<file path="config.mk">
export PLATFORM = sky130hd
export DESIGN_NAME = axi_master_arbiter_flat
export DESIGN_NICKNAME = d
export VERILOG_FILES = /design/src/rtl/axi_pkg.sv /design/src/rtl/axi_master_arbiter_if.sv /design/src/rtl/axi_master_arbiter.sv /design/src/flat_wrapper.sv
export SDC_FILE = /design/constraint.sdc
export NUM_CORES = 1
export LEC_CHECK = 0
export ABC_AREA = 0
export BUFFER_PORTS_ARGS = -buffer_cell sky130_fd_sc_hd__buf_2
export CAP_MARGIN = 20
export CORE_AREA = 2 2 159 161
export CTS_CLUSTER_DIAMETER = 30
export CTS_CLUSTER_SIZE = 24
export DETAILED_ROUTE_END_ITERATION = 8
export DIE_AREA = 0 0 161 163
export GPL_TIMING_DRIVEN = 0
export SLEW_MARGIN = 20
export SYNTH_ARGS = -nofsm -noshare
export SYNTH_HDL_FRONTEND = slang
export SYNTH_SLANG_ARGS = --single-unit
</file>
<file path="constraint.sdc">
create_clock -name clock -period 2 [get_ports clock]
set_input_delay 0.4 -clock clock [delete_from_list [all_inputs] [get_ports clock]]
set_output_delay 0.4 -clock clock [all_outputs]
set_load 0.1 [all_outputs]
</file>
<file path="src/rtl/axi_pkg.sv">
// Shared AXI constants and the arbiter FSM state encoding.
package axi_pkg;

  localparam int AXI_ID_W  = 4;
  localparam int AXI_LEN_W = 8;

  localparam logic [1:0] AXI_BURST_INCR = 2'b01;
  localparam logic [2:0] AXI_SIZE_W     = 3'b010;
  localparam logic [1:0] AXI_RESP_OKAY  = 2'b00;

  typedef enum logic [2:0] {
    IDLE,
    IFU_AR,
    IFU_R,
    LSU_AR,
    LSU_R,
    LSU_AWW,
    LSU_B
  } arb_state_e;

endpackage

</file>
<file path="src/rtl/axi_master_arbiter_if.sv">
// AXI4 bus between the arbiter (master) and the SoC interconnect (slave).
interface axi_master_arbiter_if
  import axi_pkg::*;
#(
  parameter int ADDR_W = 32,
  parameter int DATA_W = 32
);
  logic                  awvalid, awready;
  logic [AXI_ID_W-1:0]   awid;
  logic [ADDR_W-1:0]     awaddr;
  logic [AXI_LEN_W-1:0]  awlen;
  logic [2:0]            awsize;
  logic [1:0]            awburst;
  logic                  wvalid, wready, wlast;
  logic [DATA_W-1:0]     wdata;
  logic [DATA_W/8-1:0]   wstrb;
  logic                  bvalid, bready;
  logic [AXI_ID_W-1:0]   bid;
  logic [1:0]            bresp;
  logic                  arvalid, arready;
  logic [AXI_ID_W-1:0]   arid;
  logic [ADDR_W-1:0]     araddr;
  logic [AXI_LEN_W-1:0]  arlen;
  logic [2:0]            arsize;
  logic [1:0]            arburst;
  logic                  rvalid, rready, rlast;
  logic [AXI_ID_W-1:0]   rid;
  logic [DATA_W-1:0]     rdata;
  logic [1:0]            rresp;

  modport master (
    output awvalid, awid, awaddr, awlen, awsize, awburst,
    input  awready,
    output wvalid, wdata, wstrb, wlast,
    input  wready,
    input  bvalid, bid, bresp,
    output bready,
    output arvalid, arid, araddr, arlen, arsize, arburst,
    input  arready,
    input  rvalid, rid, rdata, rresp, rlast,
    output rready
  );

  modport slave (
    input  awvalid, awid, awaddr, awlen, awsize, awburst,
    output awready,
    input  wvalid, wdata, wstrb, wlast,
    output wready,
    output bvalid, bid, bresp,
    input  bready,
    input  arvalid, arid, araddr, arlen, arsize, arburst,
    output arready,
    output rvalid, rid, rdata, rresp, rlast,
    input  rready
  );

endinterface

</file>
<file path="src/rtl/axi_master_arbiter.sv">
// Single-outstanding arbiter: IFU reads, LSU reads and LSU writes share one AXI4 master port.
module axi_master_arbiter
  import axi_pkg::*;
#(
  parameter int ADDR_W = 32,
  parameter int DATA_W = 32
) (
  input  logic                clock,
  input  logic                reset,
  input  logic                ifu_arvalid,
  output logic                ifu_arready,
  input  logic [ADDR_W-1:0]   ifu_araddr,
  output logic                ifu_rvalid,
  output logic [DATA_W-1:0]   ifu_rdata,
  output logic [1:0]          ifu_rresp,
  input  logic                ifu_rready,
  input  logic                lsu_arvalid,
  input  logic [ADDR_W-1:0]   lsu_araddr,
  input  logic [2:0]          lsu_arsize,
  output logic                lsu_arready,
  output logic                lsu_rvalid,
  output logic [DATA_W-1:0]   lsu_rdata,
  output logic [1:0]          lsu_rresp,
  input  logic                lsu_rready,
  input  logic                lsu_awvalid,
  input  logic [ADDR_W-1:0]   lsu_awaddr,
  input  logic [2:0]          lsu_awsize,
  output logic                lsu_awready,
  input  logic                lsu_wvalid,
  input  logic [DATA_W-1:0]   lsu_wdata,
  input  logic [DATA_W/8-1:0] lsu_wstrb,
  output logic                lsu_wready,
  output logic                lsu_bvalid,
  output logic [1:0]          lsu_bresp,
  input  logic                lsu_bready,
  axi_master_arbiter_if.master io_master
);

  arb_state_e          state_q, state_d;
  logic                last_lsu_q, last_lsu_d;
  logic [ADDR_W-1:0]   addr_q, addr_d;
  logic [2:0]          size_q, size_d;
  logic [DATA_W-1:0]   data_q, data_d;
  logic [DATA_W/8-1:0] strb_q, strb_d;
  logic                aw_done_q, aw_done_d;
  logic                w_done_q, w_done_d;

  logic unused_resp_fields;
  assign unused_resp_fields = ^{io_master.rid, io_master.bid, io_master.rlast};

  always_ff @(posedge clock) begin
    if (reset) begin
      state_q    <= IDLE;
      last_lsu_q <= 1'b0;
      addr_q     <= '0;
      size_q     <= '0;
      data_q     <= '0;
      strb_q     <= '0;
      aw_done_q  <= 1'b0;
      w_done_q   <= 1'b0;
    end else begin
      state_q    <= state_d;
      last_lsu_q <= last_lsu_d;
      addr_q     <= addr_d;
      size_q     <= size_d;
      data_q     <= data_d;
      strb_q     <= strb_d;
      aw_done_q  <= aw_done_d;
      w_done_q   <= w_done_d;
    end
  end

  // Master-side valids come only from state and done flags.
  assign io_master.arvalid = (state_q == IFU_AR) || (state_q == LSU_AR);
  assign io_master.awvalid = (state_q == LSU_AWW) && !aw_done_q;
  assign io_master.wvalid  = (state_q == LSU_AWW) && !w_done_q;
  assign io_master.wlast   = io_master.wvalid;

  assign io_master.arid    = '0;
  assign io_master.arlen   = '0;
  assign io_master.arburst = AXI_BURST_INCR;
  assign io_master.araddr  = addr_q;
  assign io_master.arsize  = size_q;
  assign io_master.awid    = '0;
  assign io_master.awlen   = '0;
  assign io_master.awburst = AXI_BURST_INCR;
  assign io_master.awaddr  = addr_q;
  assign io_master.awsize  = size_q;
  assign io_master.wdata   = data_q;
  assign io_master.wstrb   = strb_q;

  assign ifu_rdata = io_master.rdata;
  assign ifu_rresp = io_master.rresp;
  assign lsu_rdata = io_master.rdata;
  assign lsu_rresp = io_master.rresp;
  assign lsu_bresp = io_master.bresp;

  always_comb begin
    state_d    = state_q;
    last_lsu_d = last_lsu_q;
    addr_d     = addr_q;
    size_d     = size_q;
    data_d     = data_q;
    strb_d     = strb_q;
    aw_done_d  = aw_done_q;
    w_done_d   = w_done_q;
    ifu_arready = 1'b0;
    lsu_arready = 1'b0;
    lsu_awready = 1'b0;
    lsu_wready  = 1'b0;
    ifu_rvalid  = 1'b0;
    lsu_rvalid  = 1'b0;
    lsu_bvalid  = 1'b0;
    io_master.rready = 1'b0;
    io_master.bready = 1'b0;

    unique case (state_q)
      IDLE: begin
        // Store beats both reads; on a read tie last_lsu hands the grant to IFU.
        if (lsu_awvalid && lsu_wvalid) begin
          lsu_awready = 1'b1;
          lsu_wready  = 1'b1;
          addr_d      = lsu_awaddr;
          size_d      = lsu_awsize;
          data_d      = lsu_wdata;
          strb_d      = lsu_wstrb;
          state_d     = LSU_AWW;
        end else if (lsu_arvalid && !(ifu_arvalid && last_lsu_q)) begin
          lsu_arready = 1'b1;
          addr_d      = lsu_araddr;
          size_d      = lsu_arsize;
          last_lsu_d  = 1'b1;
          state_d     = LSU_AR;
        end else if (ifu_arvalid) begin
          ifu_arready = 1'b1;
          addr_d      = ifu_araddr;
          size_d      = AXI_SIZE_W;
          last_lsu_d  = 1'b0;
          state_d     = IFU_AR;
        end
      end
      IFU_AR: if (io_master.arready) state_d = IFU_R;
      LSU_AR: if (io_master.arready) state_d = LSU_R;
      IFU_R: begin
        io_master.rready = ifu_rready;
        ifu_rvalid       = io_master.rvalid;
        if (io_master.rvalid && ifu_rready) state_d = IDLE;
      end
      LSU_R: begin
        io_master.rready = lsu_rready;
        lsu_rvalid       = io_master.rvalid;
        if (io_master.rvalid && lsu_rready) state_d = IDLE;
      end
      LSU_AWW: begin
        aw_done_d = aw_done_q || io_master.awready;
        w_done_d  = w_done_q || io_master.wready;
        if (aw_done_d && w_done_d) begin
          aw_done_d = 1'b0;
          w_done_d  = 1'b0;
          state_d   = LSU_B;
        end
      end
      LSU_B: begin
        io_master.bready = lsu_bready;
        lsu_bvalid       = io_master.bvalid;
        if (io_master.bvalid && lsu_bready) state_d = IDLE;
      end
      default: state_d = IDLE;
    endcase
  end

endmodule

</file>
<file path="src/flat_wrapper.sv">
// flat-port wrapper written by rule: the top's interface ports become plain ports
module axi_master_arbiter_flat import axi_pkg::*;
#(
  parameter int ADDR_W = 32,
  parameter int DATA_W = 32
)
  (clock, reset, ifu_arvalid, ifu_arready, ifu_araddr, ifu_rvalid, ifu_rdata, ifu_rresp, ifu_rready, lsu_arvalid, lsu_araddr, lsu_arsize, lsu_arready, lsu_rvalid, lsu_rdata, lsu_rresp, lsu_rready, lsu_awvalid, lsu_awaddr, lsu_awsize, lsu_awready, lsu_wvalid, lsu_wdata, lsu_wstrb, lsu_wready, lsu_bvalid, lsu_bresp, lsu_bready, io_master_awvalid, io_master_awid, io_master_awaddr, io_master_awlen, io_master_awsize, io_master_awburst, io_master_awready, io_master_wvalid, io_master_wdata, io_master_wstrb, io_master_wlast, io_master_wready, io_master_bvalid, io_master_bid, io_master_bresp, io_master_bready, io_master_arvalid, io_master_arid, io_master_araddr, io_master_arlen, io_master_arsize, io_master_arburst, io_master_arready, io_master_rvalid, io_master_rid, io_master_rdata, io_master_rresp, io_master_rlast, io_master_rready);
  axi_master_arbiter_if #(.ADDR_W(ADDR_W), .DATA_W(DATA_W)) io_master_i ();
  input  logic clock;
  input  logic reset;
  input  logic ifu_arvalid;
  output logic ifu_arready;
  input  logic [ADDR_W-1:0] ifu_araddr;
  output logic ifu_rvalid;
  output logic [DATA_W-1:0] ifu_rdata;
  output logic [1:0] ifu_rresp;
  input  logic ifu_rready;
  input  logic lsu_arvalid;
  input  logic [ADDR_W-1:0] lsu_araddr;
  input  logic [2:0] lsu_arsize;
  output logic lsu_arready;
  output logic lsu_rvalid;
  output logic [DATA_W-1:0] lsu_rdata;
  output logic [1:0] lsu_rresp;
  input  logic lsu_rready;
  input  logic lsu_awvalid;
  input  logic [ADDR_W-1:0] lsu_awaddr;
  input  logic [2:0] lsu_awsize;
  output logic lsu_awready;
  input  logic lsu_wvalid;
  input  logic [DATA_W-1:0] lsu_wdata;
  input  logic [DATA_W/8-1:0] lsu_wstrb;
  output logic lsu_wready;
  output logic lsu_bvalid;
  output logic [1:0] lsu_bresp;
  input  logic lsu_bready;
  output wire logic [$bits(io_master_i.awvalid)-1:0] io_master_awvalid;
  output wire logic [$bits(io_master_i.awid)-1:0] io_master_awid;
  output wire logic [$bits(io_master_i.awaddr)-1:0] io_master_awaddr;
  output wire logic [$bits(io_master_i.awlen)-1:0] io_master_awlen;
  output wire logic [$bits(io_master_i.awsize)-1:0] io_master_awsize;
  output wire logic [$bits(io_master_i.awburst)-1:0] io_master_awburst;
  input wire logic [$bits(io_master_i.awready)-1:0] io_master_awready;
  output wire logic [$bits(io_master_i.wvalid)-1:0] io_master_wvalid;
  output wire logic [$bits(io_master_i.wdata)-1:0] io_master_wdata;
  output wire logic [$bits(io_master_i.wstrb)-1:0] io_master_wstrb;
  output wire logic [$bits(io_master_i.wlast)-1:0] io_master_wlast;
  input wire logic [$bits(io_master_i.wready)-1:0] io_master_wready;
  input wire logic [$bits(io_master_i.bvalid)-1:0] io_master_bvalid;
  input wire logic [$bits(io_master_i.bid)-1:0] io_master_bid;
  input wire logic [$bits(io_master_i.bresp)-1:0] io_master_bresp;
  output wire logic [$bits(io_master_i.bready)-1:0] io_master_bready;
  output wire logic [$bits(io_master_i.arvalid)-1:0] io_master_arvalid;
  output wire logic [$bits(io_master_i.arid)-1:0] io_master_arid;
  output wire logic [$bits(io_master_i.araddr)-1:0] io_master_araddr;
  output wire logic [$bits(io_master_i.arlen)-1:0] io_master_arlen;
  output wire logic [$bits(io_master_i.arsize)-1:0] io_master_arsize;
  output wire logic [$bits(io_master_i.arburst)-1:0] io_master_arburst;
  input wire logic [$bits(io_master_i.arready)-1:0] io_master_arready;
  input wire logic [$bits(io_master_i.rvalid)-1:0] io_master_rvalid;
  input wire logic [$bits(io_master_i.rid)-1:0] io_master_rid;
  input wire logic [$bits(io_master_i.rdata)-1:0] io_master_rdata;
  input wire logic [$bits(io_master_i.rresp)-1:0] io_master_rresp;
  input wire logic [$bits(io_master_i.rlast)-1:0] io_master_rlast;
  output wire logic [$bits(io_master_i.rready)-1:0] io_master_rready;
  assign io_master_awvalid = io_master_i.awvalid;
  assign io_master_awid = io_master_i.awid;
  assign io_master_awaddr = io_master_i.awaddr;
  assign io_master_awlen = io_master_i.awlen;
  assign io_master_awsize = io_master_i.awsize;
  assign io_master_awburst = io_master_i.awburst;
  assign io_master_i.awready = io_master_awready;
  assign io_master_wvalid = io_master_i.wvalid;
  assign io_master_wdata = io_master_i.wdata;
  assign io_master_wstrb = io_master_i.wstrb;
  assign io_master_wlast = io_master_i.wlast;
  assign io_master_i.wready = io_master_wready;
  assign io_master_i.bvalid = io_master_bvalid;
  assign io_master_i.bid = io_master_bid;
  assign io_master_i.bresp = io_master_bresp;
  assign io_master_bready = io_master_i.bready;
  assign io_master_arvalid = io_master_i.arvalid;
  assign io_master_arid = io_master_i.arid;
  assign io_master_araddr = io_master_i.araddr;
  assign io_master_arlen = io_master_i.arlen;
  assign io_master_arsize = io_master_i.arsize;
  assign io_master_arburst = io_master_i.arburst;
  assign io_master_i.arready = io_master_arready;
  assign io_master_i.rvalid = io_master_rvalid;
  assign io_master_i.rid = io_master_rid;
  assign io_master_i.rdata = io_master_rdata;
  assign io_master_i.rresp = io_master_rresp;
  assign io_master_i.rlast = io_master_rlast;
  assign io_master_rready = io_master_i.rready;
  axi_master_arbiter #(.ADDR_W(ADDR_W), .DATA_W(DATA_W)) u_core (.clock(clock), .reset(reset), .ifu_arvalid(ifu_arvalid), .ifu_arready(ifu_arready), .ifu_araddr(ifu_araddr), .ifu_rvalid(ifu_rvalid), .ifu_rdata(ifu_rdata), .ifu_rresp(ifu_rresp), .ifu_rready(ifu_rready), .lsu_arvalid(lsu_arvalid), .lsu_araddr(lsu_araddr), .lsu_arsize(lsu_arsize), .lsu_arready(lsu_arready), .lsu_rvalid(lsu_rvalid), .lsu_rdata(lsu_rdata), .lsu_rresp(lsu_rresp), .lsu_rready(lsu_rready), .lsu_awvalid(lsu_awvalid), .lsu_awaddr(lsu_awaddr), .lsu_awsize(lsu_awsize), .lsu_awready(lsu_awready), .lsu_wvalid(lsu_wvalid), .lsu_wdata(lsu_wdata), .lsu_wstrb(lsu_wstrb), .lsu_wready(lsu_wready), .lsu_bvalid(lsu_bvalid), .lsu_bresp(lsu_bresp), .lsu_bready(lsu_bready), .io_master(io_master_i));
endmodule
</file>
==> run_results.csv, run 1 <==
group,metric,value,unit
global_route,grt_max_degree,14,
clocking,cts_tree,"built",
pwr,total_power,12.76,mW
placed_design,hpwl,13940,um
yosys,ys_warn_count,0,
clocking,cts_root_buf,"clkbuf_16",
timing,fmaxAchievable,516.6,MHz
final_layout,final_nets,1133,
timing,fin_setup_tns,0,ps
worst_setup_path,start_kind,"flip-flop",
floorplanning,initial_utilization,0.1841,
global_route,antenna_found_initial,1,
yosys,yosys.area.top_type,"dfxtp_1",
timing,max_slew.worst_pin.slew,669.7,ps
pwr,leakage,3.919,nW
global_route,gr-total-overflow,0,
clocking,clk_latency,340,ps
pwr,ir_drop,0.001233,V
drt,ant_nets,0,
floorplanning,die_h,163,um
clocking,cts_sinks,77,
yosys,synth_area,4542,um2
clocking,clk_pin_slew,60,ps
drt,remaining_drc_errors,0,
placed_design,dp_cells,1247,
pwr,power_density,1734,nW/um2
timing,maxSlewHeadroom,0.5536,
final_layout,layout-area-overhead-vs-synth,62.09,%
yosys,synthCells,554,
worst_setup_path,worstSetupEndpointType,"output port",
timing,final_hold_viol_count,0,
timing,timing.hold.ws,289.1,ps
global_route,grt_usage,0.1217,
worst_setup_path,critPathMaxFanout,7,
clocking,clockBufferDepth,2,
worst_setup_path,reg2reg_to,"u_core.io_master.wdata[7]",
timing,finalClockSkew,7.089,ps
yosys,synth.ff_latch_count,77,
floorplanning,fp-row-count,58,
floorplanning,ios,414,
worst_setup_path,rr_startpoint,"u_core.state_q[1]",
global_route,grt_pass1_vias,4462,
yosys,synthTopCellsByCount,"136 x buf_4, 77 x dfxtp_1, 77 x nand2_1, 73 x a21oi_1, 42 x nor2_1",
yosys,synth_cell_types,37,
drt,wl_met2,8825,um
hold_path,hold_class,"in2reg",
yosys,synth_edf_count,0,
drt,vias,4972,
timing,period_share,0.9679,
yosys,seq_area_frac_synth,0.3394,
yosys,yosysMostFrequentCell,"buf_4",
clocking,cts_buffers,9,
drt,met3_length,1405,um
drt,routedLengthMet1,7025,um
yosys,ys.flop_type,"dfxtp_1",
timing,maxSlewViolCount,0,
drt,routed_wl,17500,um
drt,wl_per_cell,13.75,um
floorplanning,die_x,161,um
timing,period_needed,1936,ps
run_status,outcome,"finished clean",
yosys,ys_top_cells_by_area,"dfxtp_1 34%, buf_4 22%, a21oi_1 8.0%, mux2i_1 7.5%, nand2_1 6.4%",
timing,rsz0062_at_grt,"true",
placed_design,gp_congestion,0.8068,
worst_setup_path,reg2reg_depth,8,
drt,first_pass_iters,4,
worst_setup_path,path_class,"reg2out",
floorplanning,core_area,24670,um2
drt,vias_per_cell,3.909,
global_route,grt_pass1_wl,24550,um
hold_path,hp-start,"lsu_wdata[23]",
drt,top_layer,"met5",
worst_setup_path,r2r_setup_slack,210,ps
hold_path,hold_path_depth,3,
yosys,synth.top_cell.area_share,0.3394,
hold_path,whs_endpoint,"u_core.io_master.wdata[23]",
timing,setup_viol,0,
yosys,syn_avg_cell_area,8.198,um2
worst_setup_path,critPathRequiredTime,1600,ps
yosys,synthArstFlopShare,0,
flow_run,max_cap_viol_count,0,
placed_design,io_buffers,337,
floorplanning,dieArea,26240,um2
clocking,hold_buffers,0,
worst_setup_path,critPathArrivalTime,1540,ps
drt,drt_iter0_drc,306,
clocking,ctsHtreeMaxLevel,3,
final_layout,drive_gt1_frac,0.5717,
final_layout,layoutNonFillerInstCount,1272,
[worst max-delay path, cell delays in order, from the launching register on]
cell and delay (ps):
dfxtp_4 370, nor3_4 200, buf_6 130, nand3_4 110, inv_8 110, buf_6 100, buf_12 160
[flip-flops by register name, indices dropped and copies added (netlist names)]
signal	count
u_core.io_master.wdata	32
u_core.io_master.arsize	3
u_core.io_master.araddr	32
u_core.last_lsu_q	1
u_core.state_q	3
u_core.aw_done_q	1
u_core.w_done_q	1
u_core.io_master.wstrb	4
[cells in the final DEF (no fill, tap or decap), types with 2 or more instances in the layout]
master	count
buf_2	330
buf_4	142
nand2_1	75
dfxtp_1	74
a21oi_1	72
nor2_1	40
mux2i_1	34
a22o_1	32
conb_1	28
buf_6	18
clkbuf_1	16
clkbuf_16	9
nand3_1	5
nand3b_1	3
and3_2	3
a31oi_1	3
nor3_1	3
buf_12	3
nor3_4	2
clkbuf_8	2
clkbuf_4	2
nor2b_4	2
a311oi_1	2
or3_1	2
nand2b_1	2
clkinvlp_4	2
bufinv_16	2
inv_4	2
buf_8	2
dfxtp_2	2
[worst max-delay path by stage]
stage / endpoint / start / cells past startpoint
floorplan: io_master_wvalid / u_core.state_q[2] / 4
global route: lsu_wready / u_core.state_q[0] / 6
global placement: lsu_arready / lsu_wvalid / 5
CTS: lsu_arready / lsu_wvalid / 5
finish: lsu_wready / u_core.state_q[0] / 6
detailed placement: lsu_arready / lsu_wvalid / 5
[stage by stage]
| step | setup slack [ps] | utilization | cell area [um2] |
|---|---|---|---|
| 6_report | 64.25 | 0.2984 | 7362 |
| 5_1_grt | -15.60 | 0.2983 | 7360 |
| 4_1_cts | -0.9731 | 0.2956 | 7295 |
| 3_5_place_dp | -946.0 | 0.2760 | 6810 |
| 3_3_place_gp | -916.0 | 0.2760 | 6810 |
| 2_1_floorplan | 11.07 | - | 4711 |
[layer usage]
| layer | vias to the layer above | track usage |
|---|---|---|
| li1 | 2474 | - |
| met1 | 2240 | 0.1449 |
| met2 | 240 | 0.2154 |
| met3 | 16 | 0.02954 |
| met4 | 2 | 0.03937 |
| met5 | - | 0 |
[kinds of logic after synthesis]
logic type	Yosys count	synth area share
muxes	34	0.07493
AOI/OAI and AO/OA	119	0.1686
other	2	0.001654
DFF	77	0.3394
and+or+nand+nor	150	0.1455
buffers and inverters	172	0.2700
[where the power goes]
group	internal [mW]	leakage, nW	total [mW]	switching, mW
Combinational	1.77	3.14	8.70	6.94
Sequential	1.94	0.632	2.29	0.348
Clock	1.10	0.146	1.77	0.675
Total	4.80	3.92	12.8	7.96
[area by class of cell]
type                            count  area, um2
Timing Repair Buffer              344       1842
Fill cell                        2689      17310
Antenna cell                        1      2.502
Multi-Input combinational cell    331       1949
Sequential cell                    77       1548
Clock buffer                       11      232.7
Inverter                            2      15.01
Tap cell                          330      412.9
Buffer                            169       1264
Clock inverter                      5      83.83
Timing Repair inverter              2      12.51
[timing repair]
action / in CTS / in global routing
pin swaps: 2 / 0
setup buffers: 4 / 3
resized for setup: 45 / 11
setup endpoints to repair: 13 / 12
gates cloned: 1 / 1
No activity file was read; power rests on OpenSTA's default activity.
==> run 2, diff against run 1 <==
==> constraint.sdc (replaced) <==
create_clock -name clock -period 2 [get_ports clock]
set_input_delay 0.2 -clock clock [delete_from_list [all_inputs] [get_ports clock]]
set_output_delay 0.2 -clock clock [all_outputs]
set_load 0.1 [all_outputs]
==> run 2 against run 1 <==
Net effect:
- combinational power down 2%
- worst hold slack worse by 200 ps
- non-clock buffer count shrank 4
- core utilization down 0.70 points
- power fell by 0.55%
- fmax rose by 1.7%
- largest power group unchanged
- via count down 2.5%
- final area decreased by 2.4%
- die area unchanged
- routed wire length decreased by 1.7%
- critical endpoint unchanged
==> run_results.csv, run 2 (synthesis results as in run 1) <==
group,metric,value,unit
clocking,clockBufferDepth,2,
pwr,ir_drop,0.001187,V
timing,final_hold_viol_count,0,
worst_setup_path,critPathCapture,"lsu_wready",
final_layout,final_nets,1127,
worst_setup_path,max_stage_delay,370,ps
clocking,ctsHtreeMaxLevel,3,
timing,setup_viol,0,
worst_setup_path,critPathRequiredTime,1800,ps
final_layout,final_util,0.2913,
worst_setup_path,reg2reg_depth,7,
worst_setup_path,critPathArrivalTime,1700,ps
timing,period_needed,1904,ps
timing,timing.hold.ws,90.99,ps
run_status,outcome,"finished clean",
drt,ant_nets,0,
global_route,grt_pass1_vias,4561,
pwr,p_sw_frac,0.6223,
hold_path,hold_class,"in2reg",
pwr,power_density,1766,nW/um2
global_route,use_met2,0.2134,
worst_setup_path,worstSetupEndpointType,"output port",
global_route,grt_pass1_wl,24720,um
placed_design,gp_congestion,0.8339,
floorplanning,ios,414,
worst_setup_path,path_class,"reg2out",
drt,remaining_drc_errors,0,
timing,max_slew.worst_pin.slew,647.5,ps
drt,vias,4847,
floorplanning,fp-row-count,58,
drt,vias_per_cell,3.829,
pwr,seq_power_share,0.180,
timing,period_share,0.9518,
timing,maxSlewHeadroom,0.5684,
clocking,clk_latency,340,ps
floorplanning,initial_utilization,0.1841,
final_layout,layout_common_cells,"332 x buf_2, 146 x buf_4, 76 x nand2_1",
placed_design,io_buffers,337,
timing,finalClockSkew,6.124,ps
global_route,grt_max_degree,14,
clocking,cts_buffers,9,
pwr,p_sw,7.899,mW
global_route,grt_usage,0.1231,
clocking,clk_pin_slew,60,ps
timing,rsz0062_at_grt,"false",
worst_setup_path,cp-startpoint,"u_core.state_q[1]",
clocking,cts_root_buf,"clkbuf_16",
final_layout,layout_commonest_cell,"buf_2",
clocking,cts_tree,"built",
global_route,grt.busiest_layer,"met2",
worst_setup_path,rr_startpoint,"u_core.state_q[1]",
global_route,met1_usage,0.1491,
worst_setup_path,critPathSlowestCell,"dfxtp_2",
final_layout,fin_area,7188,um2
floorplanning,dieArea,26240,um2
floorplanning,die_x,161,um
drt,drt_iter0_drc,203,
global_route,grt_use_met3,0.02750,
final_layout,layout-area-overhead-vs-synth,58.26,%
worst_setup_path,cp_cell_sequence,"nor3_4, nand3_4, inv_4, buf_6, buf_4, buf_8",
global_route,antenna_found_initial,1,
worst_setup_path,start_kind,"flip-flop",
pwr,internal_power,4.795,mW
worst_setup_path,reg2reg_to,"u_core.io_master.araddr[28]",
pwr,leakage,3.871,nW
timing,fmaxAchievable,525.3,MHz
timing,maxSlewViolCount,0,
pwr,clockPowerShare,0.151,
placed_design,hpwl,14080,um
global_route,gr-total-overflow,0,
placed_design,placedInstanceArea,6755,um2
worst_setup_path,critPathMaxFanout,11,
drt,first_pass_iters,4,
worst_setup_path,r2r_setup_slack,150,ps
flow_run,max_cap_viol_count,0,
drt,wl_per_cell,13.59,um
clocking,hold_buffers,0,
final_layout,drive_gt1_frac,0.5604,
clocking,cts_sinks,77,
pwr,combPwrFrac,0.669,
floorplanning,die_h,163,um
floorplanning,core_area,24670,um2
drt,routed_wl,17210,um
## run 2: cell types whose count changed in the layout (fill, tap and decap cells not counted), moves of 3 or more
cell	previous run	this run
and3_1	1	4
and3_2	3	0
buf_12	3	0
buf_4	142	146
buf_6	18	11
clkbuf_2	0	3
## run 2: cell type report
class	instances	area, um2
Buffer	170	1232
Multi-Input combinational cell	331	1898
Timing Repair Buffer	339	1747
Fill cell	2699	17490
Clock buffer	10	229.0
Clock inverter	6	111.4
Sequential cell	77	1545
Inverter	2	10.01
Tap cell	330	412.9
Antenna cell	1	2.502
## run 2: how the worst min path moves through the flow
stage | from | to | cells past startpoint
after detailed placement | u_core.io_master.wdata[0] | u_core.io_master.wdata[0] | 2
after global placement | u_core.io_master.wdata[16] | u_core.io_master.wdata[16] | 2
final | lsu_wdata[29] | u_core.io_master.wdata[29] | 3
after CTS | lsu_wdata[17] | u_core.io_master.wdata[17] | 3
after global routing | lsu_wdata[17] | u_core.io_master.wdata[17] | 3
after floorplan | lsu_wdata[0] | u_core.io_master.wdata[0] | 2
## run 2: critical path, delay by kind of cell (launching register included)
kind | cells | cell delay [ps]
buffers and inverters | 4 | 610
AND/OR/NAND/NOR | 2 | 390
flip-flops | 1 | 370
## run 2: layer usage
metal	part of all wire	routed length, um	vias up
li1	-	-	2459
met1	0.41	7102	2164
met3	0.068	1167	11
met5	0	0	-
met2	0.50	8664	213
met4	0.016	272	0
## run 2: power groups by stage
stage	combinational [mW]	sequential (mW)	clock, mW
after floorplan	4.67	4.85	0
after global placement	8.42	2.31	0
after detailed placement	8.44	2.32	0
after CTS	8.53	2.29	1.97
after global routing	8.79	2.34	2.04
final	8.50	2.28	1.91
## run 2: what timing repair did
item | in CTS | in global routing
endpoints found under the setup margin | 13 | 10
pin swaps | 2 | 0
buffers inserted | 2 | 0
gates resized for setup | 23 | 8
## run 2: through the flow
stage	TNS, ps	setup slack (ps)	power, mW	instances
2_1_floorplan	-788.0	-334.2	9.515	580
3_3_place_gp	-627.2	-363.1	10.73	1247
3_5_place_dp	-654.2	-357.9	10.76	1247
4_1_cts	0	13.34	12.79	1265
5_1_grt	0	14.19	13.18	1266
6_report	0	96.47	12.69	1266
